===== src/rtl/addn_pipe.sv =====
// Pipelined N-bit adder/subtractor: each stage resolves one W-bit chunk's carry chain.
// Global stall on the output handshake; valid bits shift with the datapath, bubbles included.
module addn_pipe #(
    parameter int unsigned N      = 32,
    parameter int unsigned STAGES = 4
) (
    input  logic         clk,
    input  logic         rst_n,
    input  logic         in_valid,
    output logic         in_ready,
    input  logic [N-1:0] a,
    input  logic [N-1:0] b,
    input  logic         sub,
    input  logic         c_in,
    output logic         out_valid,
    input  logic         out_ready,
    output logic [N-1:0] sum,
    output logic         c_out,
    output logic         overflow
);

    localparam int unsigned W = (STAGES == 0) ? 1 : N / STAGES;

    if (STAGES == 0 || STAGES > N || (N % ((STAGES == 0) ? 1 : STAGES)) != 0) begin : g_bad_params
        $error("addn_pipe: STAGES must satisfy 1 <= STAGES <= N and divide N");
    end

    logic w_adv;

    assign w_adv    = ~out_valid | out_ready;
    assign in_ready = w_adv;

    // Stage k consumes the low W bits of the operands it receives and forwards the rest.
    for (genvar k = 0; k < STAGES; k++) begin : g_st
        localparam int unsigned RW = N - k * W;
        localparam int unsigned SW = (k + 1) * W;

        logic [RW-1:0] w_a;
        logic [RW-1:0] w_b;
        logic          w_c;
        logic          w_v;
        logic [W:0]    w_add;
        logic          r_v;
        logic          r_c;
        logic [SW-1:0] r_s;

        assign w_add = {1'b0, w_a[W-1:0]} + {1'b0, w_b[W-1:0]} + {{W{1'b0}}, w_c};

        always_ff @(posedge clk or negedge rst_n) begin
            if (!rst_n) begin
                r_v <= 1'b0;
                r_c <= 1'b0;
            end else if (w_adv) begin
                r_v <= w_v;
                r_c <= w_add[W];
            end
        end

        if (k == 0) begin : g_head
            assign w_a = a;
            assign w_b = sub ? ~b : b;
            assign w_c = c_in ^ sub;
            assign w_v = in_valid;

            always_ff @(posedge clk or negedge rst_n) begin
                if (!rst_n) begin
                    r_s <= '0;
                end else if (w_adv) begin
                    r_s <= w_add[W-1:0];
                end
            end
        end else begin : g_body
            assign w_a = g_st[k-1].g_fwd.r_a;
            assign w_b = g_st[k-1].g_fwd.r_b;
            assign w_c = g_st[k-1].r_c;
            assign w_v = g_st[k-1].r_v;

            always_ff @(posedge clk or negedge rst_n) begin
                if (!rst_n) begin
                    r_s <= '0;
                end else if (w_adv) begin
                    r_s <= {w_add[W-1:0], g_st[k-1].r_s};
                end
            end
        end

        if (k < STAGES - 1) begin : g_fwd
            logic [RW-W-1:0] r_a;
            logic [RW-W-1:0] r_b;

            always_ff @(posedge clk or negedge rst_n) begin
                if (!rst_n) begin
                    r_a <= '0;
                    r_b <= '0;
                end else if (w_adv) begin
                    r_a <= w_a[RW-1:W];
                    r_b <= w_b[RW-1:W];
                end
            end
        end else begin : g_last
            logic r_ov;

            // Carry into the MSB is recovered as a ^ b ^ sum at that bit.
            always_ff @(posedge clk or negedge rst_n) begin
                if (!rst_n) begin
                    r_ov <= 1'b0;
                end else if (w_adv) begin
                    r_ov <= w_add[W] ^ w_a[W-1] ^ w_b[W-1] ^ w_add[W-1];
                end
            end
        end
    end

    assign out_valid = g_st[STAGES-1].r_v;
    assign sum       = g_st[STAGES-1].r_s;
    assign c_out     = g_st[STAGES-1].r_c;
    assign overflow  = g_st[STAGES-1].g_last.r_ov;

endmodule


===== config.mk =====
export PLATFORM = sky130hd
export DESIGN_NAME = addn_pipe
export DESIGN_NICKNAME = d
export VERILOG_FILES = /design/src/rtl/addn_pipe.sv
export SDC_FILE = /design/constraint.sdc
export NUM_CORES = 1
export LEC_CHECK = 0
export CAP_MARGIN = 15
export CORE_MARGIN = 2
export CORE_UTILIZATION = 45
export CTS_CLUSTER_SIZE = 40
export DETAILED_ROUTE_END_ITERATION = 7
export PLACE_DENSITY = 0.7
export SYNTH_ARGS = -nofsm -noshare
export SYNTH_HDL_FRONTEND = slang
export SYNTH_SLANG_ARGS = --single-unit

===== constraint.sdc =====
create_clock -name clk -period 2.3 [get_ports clk]
set_clock_uncertainty 0.1 [all_clocks]
set_input_delay 0.23 -clock clk [delete_from_list [all_inputs] [get_ports clk]]
set_output_delay 0.23 -clock clk [all_outputs]
set_load 0.005 [all_outputs]

======== Word level (Yosys, flattened, before mapping) ========
Cells that the tools add are included.
operators by class
  $add $sub $neg .......................... 8
  multiplexer cells ....................... 1
  bitwise operators ....................... 7
operators by type and width
  kind                  number
  adder 8 x 8 -> 9 bit  4
  adder 9 x 1 -> 9 bit  4
  two-way mux 32 bit    1
  inverter 32 bit       1
  XOR 1 bit             4
  inverter 1 bit        1
  bitwise OR 1 bit      1
storage, ports and cells
  flip-flop bits (word level) ............. 185
  input port bits ......................... 70

======== Longest topological paths before layout ========
Gate-level depths: netlist (run 1).
  depth in word-level cells ............... 5
  gate-level depth with buffers ........... 11

======== Least setup slack after synthesis (run 1) ========
Ideal clock, no wire load.
  kind .................................... input port to flip-flop
  start ................................... in sub
  end ..................................... reg g_st[0].r_c
  library setup time ...................... 0.134 ns
  arrival time ............................ 2.733 ns
  required time ........................... 2.066 ns
  slack ................................... -0.667 ns
  stages .................................. 11
  buffers on the path ..................... 2
  cells stage by stage .................... clkbuf_1 > buf_2 > xor2_1 > fa_1 > fa_1 > a21o_1 > a21oi_1 > o21bai_1 > a21o_1 > a2111oi_0 > nor3_1
between the ends
  cells in the longest elaborated chain, start to end .. 3
  elaborated cells between the ends (all ways) .. 4
ends and longest elaborated chain
  element                   RTL line  text
  start: declaration        13        input logic sub,
  two-way mux 32 bit        61        assign w_b = sub ? ~b : b;
  adder 8 x 8 -> 9 bit      47        assign w_add = {1'b0, w_a[W-1:0]} + {1'b0, w_b[W-1:0]} + {{W{1'b0}}, w_c};
  adder 9 x 1 -> 9 bit (*)  47
  end signal: assignment    55        r_c <= w_add[W];
  end: declaration          44        logic r_c;
Mark *: on every way between the ends. The rest lies on a longest branch, timed or not.
A chain may end at the register's enable or synchronous reset.

======== Worst setup path in the final report (run 1) ========
  start ................................... reg g_st[1].g_fwd.r_a[0]
  end ..................................... reg g_st[2].r_c
between the ends
  cells in the longest elaborated chain, start to end .. 2
ends and longest elaborated chain
  element                   RTL line  text
  start: declaration        88        logic [RW-W-1:0] r_a;
  start signal: assignment  96        r_a <= w_a[RW-1:W];
  adder 8 x 8 -> 9 bit      47
  adder 9 x 1 -> 9 bit      47
  end signal: assignment    55
  end: declaration          44
Every way passes these cells.

==> results of run 1 <==
-- metal layers --
layer | share of wire (%) | up-vias | wire length (um) | track usage (%)
met4 | 1.4 | 0 | 239 | 5.85
met5 | 0 | - | 0 | 0
met2 | 44 | 91 | 7450 | 26.6
met1 | 50 | 2860 | 8460 | 26.7
met3 | 3.6 | 16 | 599 | 4.00
li1 | - | 3101 | - | -
-- worst reg2reg max path, stage by stage (launching register included) --
cell and delay, ns:
dfrtp_1 0.40, fa_2 0.42, fa_2 0.36, a21o_1 0.17
a21oi_2 0.16, o21bai_1 0.08, a21o_1 0.20, a2111oi_4 0.30
nor3_1 0.07
-- kinds of logic (layout without fill, tap and decap cells) --
group                    count (synthesis)  in the layout  synth area share, %
buffers and inverters                   59            184                 2.75
adder cells (fa/ha/maj)                 36             36                 6.12
flip-flops                             185            185                 55.5
AND/OR/NAND/NOR                        465            465                 22.0
XOR/XNOR                                54             54                 5.84
AO/OA/AOI/OAI                          102            102                 7.77
-- area by class of cell --
cell class	instances	area (um2)	area share (%)
clock buffer	18	439	4.16
clock inverter	13	170	1.61
inverter	13	53.8	0.510
multi-input combinational	657	3600	34.1
sequential	185	4630	43.9
tap	229	287	2.72
timing repair buffer	140	1380	13.1
-- power by group --
| group | internal, mW | total (mW) | switching [mW] |
|---|---|---|---|
| registers | 4.72 | 5.56 | 0.841 |
| clock network | 1.75 | 2.98 | 1.24 |
| logic | 2.91 | 5.89 | 2.98 |
| total | 9.38 | 14.4 | 5.06 |
-- sequential cells by signal, indices dropped and copies added (netlist names) --
name / count
g_st.g_fwd.r_a: 48
g_st.g_fwd.r_b: 48
g_st.r_s: 48
sum: 32
g_st.r_c: 3
g_st.r_v: 3
c_out: 1
out_valid: 1
overflow: 1
-- worst max-delay path by stage --
stage                         start           to  slack [ns]  cells after the start
2_1_floorplan                   sub  g_st[0].r_c       -0.30                     11
3_3_place_gp                   b[0]  g_st[0].r_c       -0.51                     10
3_5_place_dp                   b[0]  g_st[0].r_c       -0.54                     10
4_1_cts        g_st[1].g_fwd.r_b[0]  g_st[2].r_c        -0.1                      8
5_1_grt        g_st[1].g_fwd.r_a[0]  g_st[2].r_c       -0.17                      8
6_report       g_st[1].g_fwd.r_a[0]  g_st[2].r_c       -0.08                      8
-- metrics by stage --
step,setup slack [ns],power (mW)
floorplan,-0.301,9.18
global route,-0.171,15.6
CTS,-0.0981,14.5
finish,-0.0763,14.4
global placement,-0.508,11.1
detailed placement,-0.541,11.3
-- cell usage in the layout, fill, tap and decap left out, drive strengths merged, types with 2 or more instances in the layout --
master         Yosys  routed
clkinvlp           0       2
clkbuf            33      19
a211oi             4       4
clkdlybuf4s50      0     100
xor2              17      17
bufinv             0       3
a31oi              3       3
o21a               2       2
nor4b              3       3
o211ai             4       4
a2111oi            2       2
nor2b              3       3
a21boi             2       2
fa                 8       8
dfrtp            185     185
dlygate4sd2        0       2
inv               13      15
nand3b             2       2
o21ai             38      38
a21oi             27      27
a21o              11      11
xnor2             36      36
nand2b             4       4
clkinv             0       6
nor3b              3       3
o21bai             4       4
nand4b             3       3
nor3               6       6
o31ai              3       3
nor2              26      26
nand2            413     413
ha                28      28
buf               13      35
-- repair_timing --
| action | CTS | global route |
|---|---|---|
| buffers inserted | 4 | 2 |
| hold endpoints to repair | 124 | 0 |
| cloned | 0 | 0 |
| setup endpoints to repair | 6 | 7 |
| hold buffers | 1 | 0 |
| pin swaps | 12 | 9 |
| gates resized for setup | 7 | 9 |
==> impl_metrics.toml, run 1 <==
[floorplan]
io_pins = 106
die_area_mm2 = 0.0196
die_h_um = 140
num_rows = 49
dieWidth_um = 140
core-area_mm2 = 0.0181
start_util_pct = 46.1

[setup_path]
cp-start-kind = "flop"
cpPeakStageDelay_ns = 0.42
worstReg2RegStart = "g_st[1].g_fwd.r_a[0]"
crit_path_end_kind = "flop"
r2r_slack_ns = -0.08
path_delay_family = "compound AO/OA/AOI/OAI gates"
reg2reg_depth = 8
critical_path.max_fanout = 2
regToRegEndpoint = "g_st[2].r_c"
critical-path-slowest-cell = "fa_2"
worst-setup-path-type = "flop to flop"
required_ns = 2.51
arrival_ns = 2.58
cp_num_buf_inv = 0
worstPathCellList = "fa_2, fa_2, a21o_1, a21oi_2, o21bai_1, a21o_1, a2111oi_4, nor3_1"

[worst_hold_path]
hold_class = "primary input to flop"
min_to = "g_st[0].r_s[0]"
min_path_cells = 4
min_from = "a[0]"

[timing]
finalMaxSlewViolations = 0
tns_ns = -0.157
period_needed_ns = 2.38
maxSlewHeadroom_pct = 55.5
min_period_over_period_pct = 103
clock.fmax_ghz = 0.421
worstMarginPinSlew_ns = 0.667
rsz0062_at_grt = "true"
hold_violations = 0
worst_slack_ns = -0.0763
whs_ns = 0.175
setup_viol = 3

[clocking]
clockRootBuffer = "clkbuf_16"
htree_levels = 4
tritoncts = "yes"
clk_path_buf_depth = 2
clock-sinks = 185
numCtsBuffers = 17
clk_pin_slew_ns = 0.07
clk_latency_ns = 0.43

[cells_and_area]
drive_gt1_share_pct = 9.55
num-fill-cells = 1556
areaGrowthSynthToFinish_pct = 26.5
final_area_mm2 = 0.0106
fin_util_pct = 58.3
n_antenna_cell = 0
finalNonFillerCells = 1255
nets = 1120

[synthesis]
post-synth-top-count-cell = "nand2_1"
synth_top_area_cell = "dfrtp_1"
synthCells = 901
async_reset_ff_share_pct = 100
yosysTopAreaCellShare_pct = 55.5
synth_edf_count = 0
synth_cell_types = 43
yosysWarnings = 0
synth-main-ff-cell = "dfrtp_1"
synth_common_cells = "nand2_1 (413), dfrtp_1 (185), xnor2_1 (36), clkbuf_1 (33), o21ai_0 (33)"
ys_seq_elements = 185
syn-cell-area_mm2 = 0.00834
yosysSeqAreaShare_pct = 55.5
avgSynthCellArea_um2 = 9.26
syn_nets = 1007
yosys-top-cells-area = "dfrtp_1 (56%), nand2_1 (19%), ha_1 (4.2%)"

[route]
drc = 6
post_drt_wl_per_cell_um = 13.3
routed_wl_um = 16700
postRouteAntennaNets = 0
viasPerCell = 4.84
routed-via-count = 6068
drt_iter0_markers = 483
dr.pass1.iters = 8

[global_route]
grt_use_total_pct = 18.1
grt_pass1_vias = 5776
antenna_found_initial = 0
grt_start_max_net_pins = 142
grt_pass1_wl_um = 28400
grt-ovfl-total = 0

[status]
violations = "design-rule violations, negative setup slack"
status = "finished with violations"

[placement]
io_buffers = 105
globalplace.congestion = 0.806
placedCellCount = 1217
placed_area_mm2 = 0.00982
hpwl_um = 11400

[power]
vdd_drop_max_mv = 0.715
p_leak_nw = 5.14
p_per_area_mw_per_mm2 = 1370

[run]
drv_cap = 0
No activity file was read; power rests on OpenSTA's default activity.
==> inputs of run 2 (changes only) <==
--- a/config.mk
+++ b/config.mk
@@ -10,6 +10,7 @@
 export CORE_UTILIZATION = 45
 export CTS_CLUSTER_SIZE = 40
 export DETAILED_ROUTE_END_ITERATION = 7
+export MAX_ROUTING_LAYER = met4
 export PLACE_DENSITY = 0.7
 export SYNTH_ARGS = -nofsm -noshare
 export SYNTH_HDL_FRONTEND = slang
==> impl_metrics.toml, run 2 (same netlist as run 1, synthesis figures left out) <==
[status]
status = "finished with violations"
violations = "design-rule violations, negative setup slack"

[global_route]
grt_pass1_wl_um = 28400
grt_pass1_vias = 5784
grt_start_max_net_pins = 142
antenna_found_initial = 0
grt_use_total_pct = 18.6
grt-ovfl-total = 0

[placement]
globalplace.congestion = 0.818
hpwl_um = 11400
io_buffers = 105
placedCellCount = 1217

[cells_and_area]
largest_registers = "g_st.g_fwd.r_a: 48 flops, g_st.g_fwd.r_b: 48 flops, g_st.r_s: 48 flops"
areaGrowthSynthToFinish_pct = 26.5
layout_common_cells = "nand2_1 (413), dfrtp_1 (185), clkdlybuf4s50_1 (100), xnor2_1 (34), o21ai_0 (33)"
finalNonFillerCells = 1255
mostFrequentLayoutCell = "nand2_1"
n_antenna_cell = 0
drive_gt1_share_pct = 9.55
nets = 1120
fin_util_pct = 58.3

[timing]
clock.fmax_ghz = 0.422
min_period_over_period_pct = 103
rsz0062_at_grt = "true"
whs_ns = 0.176
finalMaxSlewViolations = 0
worstMarginPinSlew_ns = 0.623
tns_ns = -0.150
maxSlewHeadroom_pct = 58.5
worst_slack_ns = -0.0718
hold_violations = 0
setup_viol = 3
period_needed_ns = 2.37

[floorplan]
dieWidth_um = 140
die_h_um = 140
start_util_pct = 46.1
io_pins = 106
num_rows = 49
die_area_mm2 = 0.0196
core-area_mm2 = 0.0181

[power]
p_per_area_mw_per_mm2 = 1370
vdd_drop_max_mv = 0.712
finalPower_mw = 14.4
p_leak_nw = 5.14

[setup_path]
worstPathCellList = "fa_2, fa_2, a21o_1, a21oi_2, o21bai_1, a21o_1, a2111oi_4, nor3_1"
required_ns = 2.51
critical-path-slowest-cell = "fa_2"
arrival_ns = 2.58
cpPeakStageDelay_ns = 0.42
critical_path.max_fanout = 2
cp-start-kind = "flop"
worst-setup-path-type = "flop to flop"
crit_path_end_kind = "flop"

[route]
dr.pass1.iters = 8
post_drt_wl_per_cell_um = 13.4
routed_wl_um = 16800
viasPerCell = 4.82
drt_iter0_markers = 474
postRouteAntennaNets = 0
drc = 6
routed-via-count = 6050

[clocking]
htree_levels = 4
clk_pin_slew_ns = 0.07
clock-sinks = 185
numCtsBuffers = 17
clockRootBuffer = "clkbuf_16"
tritoncts = "yes"
clk_latency_ns = 0.42
clk_path_buf_depth = 2

[worst_hold_path]
hold_class = "primary input to async pin"

[run]
drv_cap = 0
## run 2: cell counts in the layout (fill, tap and decap cells not counted)
No cell type changed its count.
## run 2: stage by stage
step / area (um2) / setup slack, ns
floorplan: 8420 / -0.301
global placement: 9820 / -0.508
detailed placement: 9820 / -0.541
CTS: 10500 / -0.0981
global route: 10600 / -0.172
finish: 10600 / -0.0718
## run 2: power breakdown
| group | internal [mW] | leakage, nW | switching, mW |
|---|---|---|---|
| clock network | 1.75 | 0.294 | 1.24 |
| registers | 4.72 | 2.22 | 0.840 |
| logic | 2.91 | 2.62 | 2.98 |
## run 2: worst paths after layout
path,startpoint,end,slack (ns),depth (start not counted)
max in group asynchronous,rst_n,g_st[0].r_s[5],1.25,3
max reg2reg,g_st[1].g_fwd.r_a[0],g_st[2].r_c,-0.07,8
min in group clk,a[0],g_st[0].r_s[0],0.18,4
min,rst_n,g_st[0].g_fwd.r_a[23],0.18,2
min reg2reg,g_st[2].r_v,out_valid,0.36,1
max,g_st[1].g_fwd.r_a[0],g_st[2].r_c,-0.07,8
## run 2: cell type report
type                            count  area [um2]
Inverter                           13        53.8
Multi-Input combinational cell    657        3600
Tap cell                          229         287
Sequential cell                   185        4630
Fill cell                        1556        7530
Clock buffer                       18         439
Clock inverter                     13         170
Timing Repair Buffer              140        1380
## run 2: critical path, delay by kind of cell, from the launching register on
| family | cells | cell delay, ns |
|---|---|---|
| compound gates | 5 | 0.90 |
| fa+ha+maj | 2 | 0.78 |
| flops | 1 | 0.40 |
| simple gates | 1 | 0.07 |
## run 2: routing by layer
layer,GRT usage [%],share of wire [%]
met4,5.85,1.5
met2,26.7,45
met3,3.86,3.6
met5,-,0
met1,26.7,50
## run 2: repair_timing
action / CTS / global route
hold buffers: 1 / 0
hold endpoints to repair: 124 / 0
setup endpoints to repair: 6 / 7
buffers inserted: 4 / 2
gates resized for setup: 7 / 9
cloned: 0 / 0
pin swaps: 12 / 9
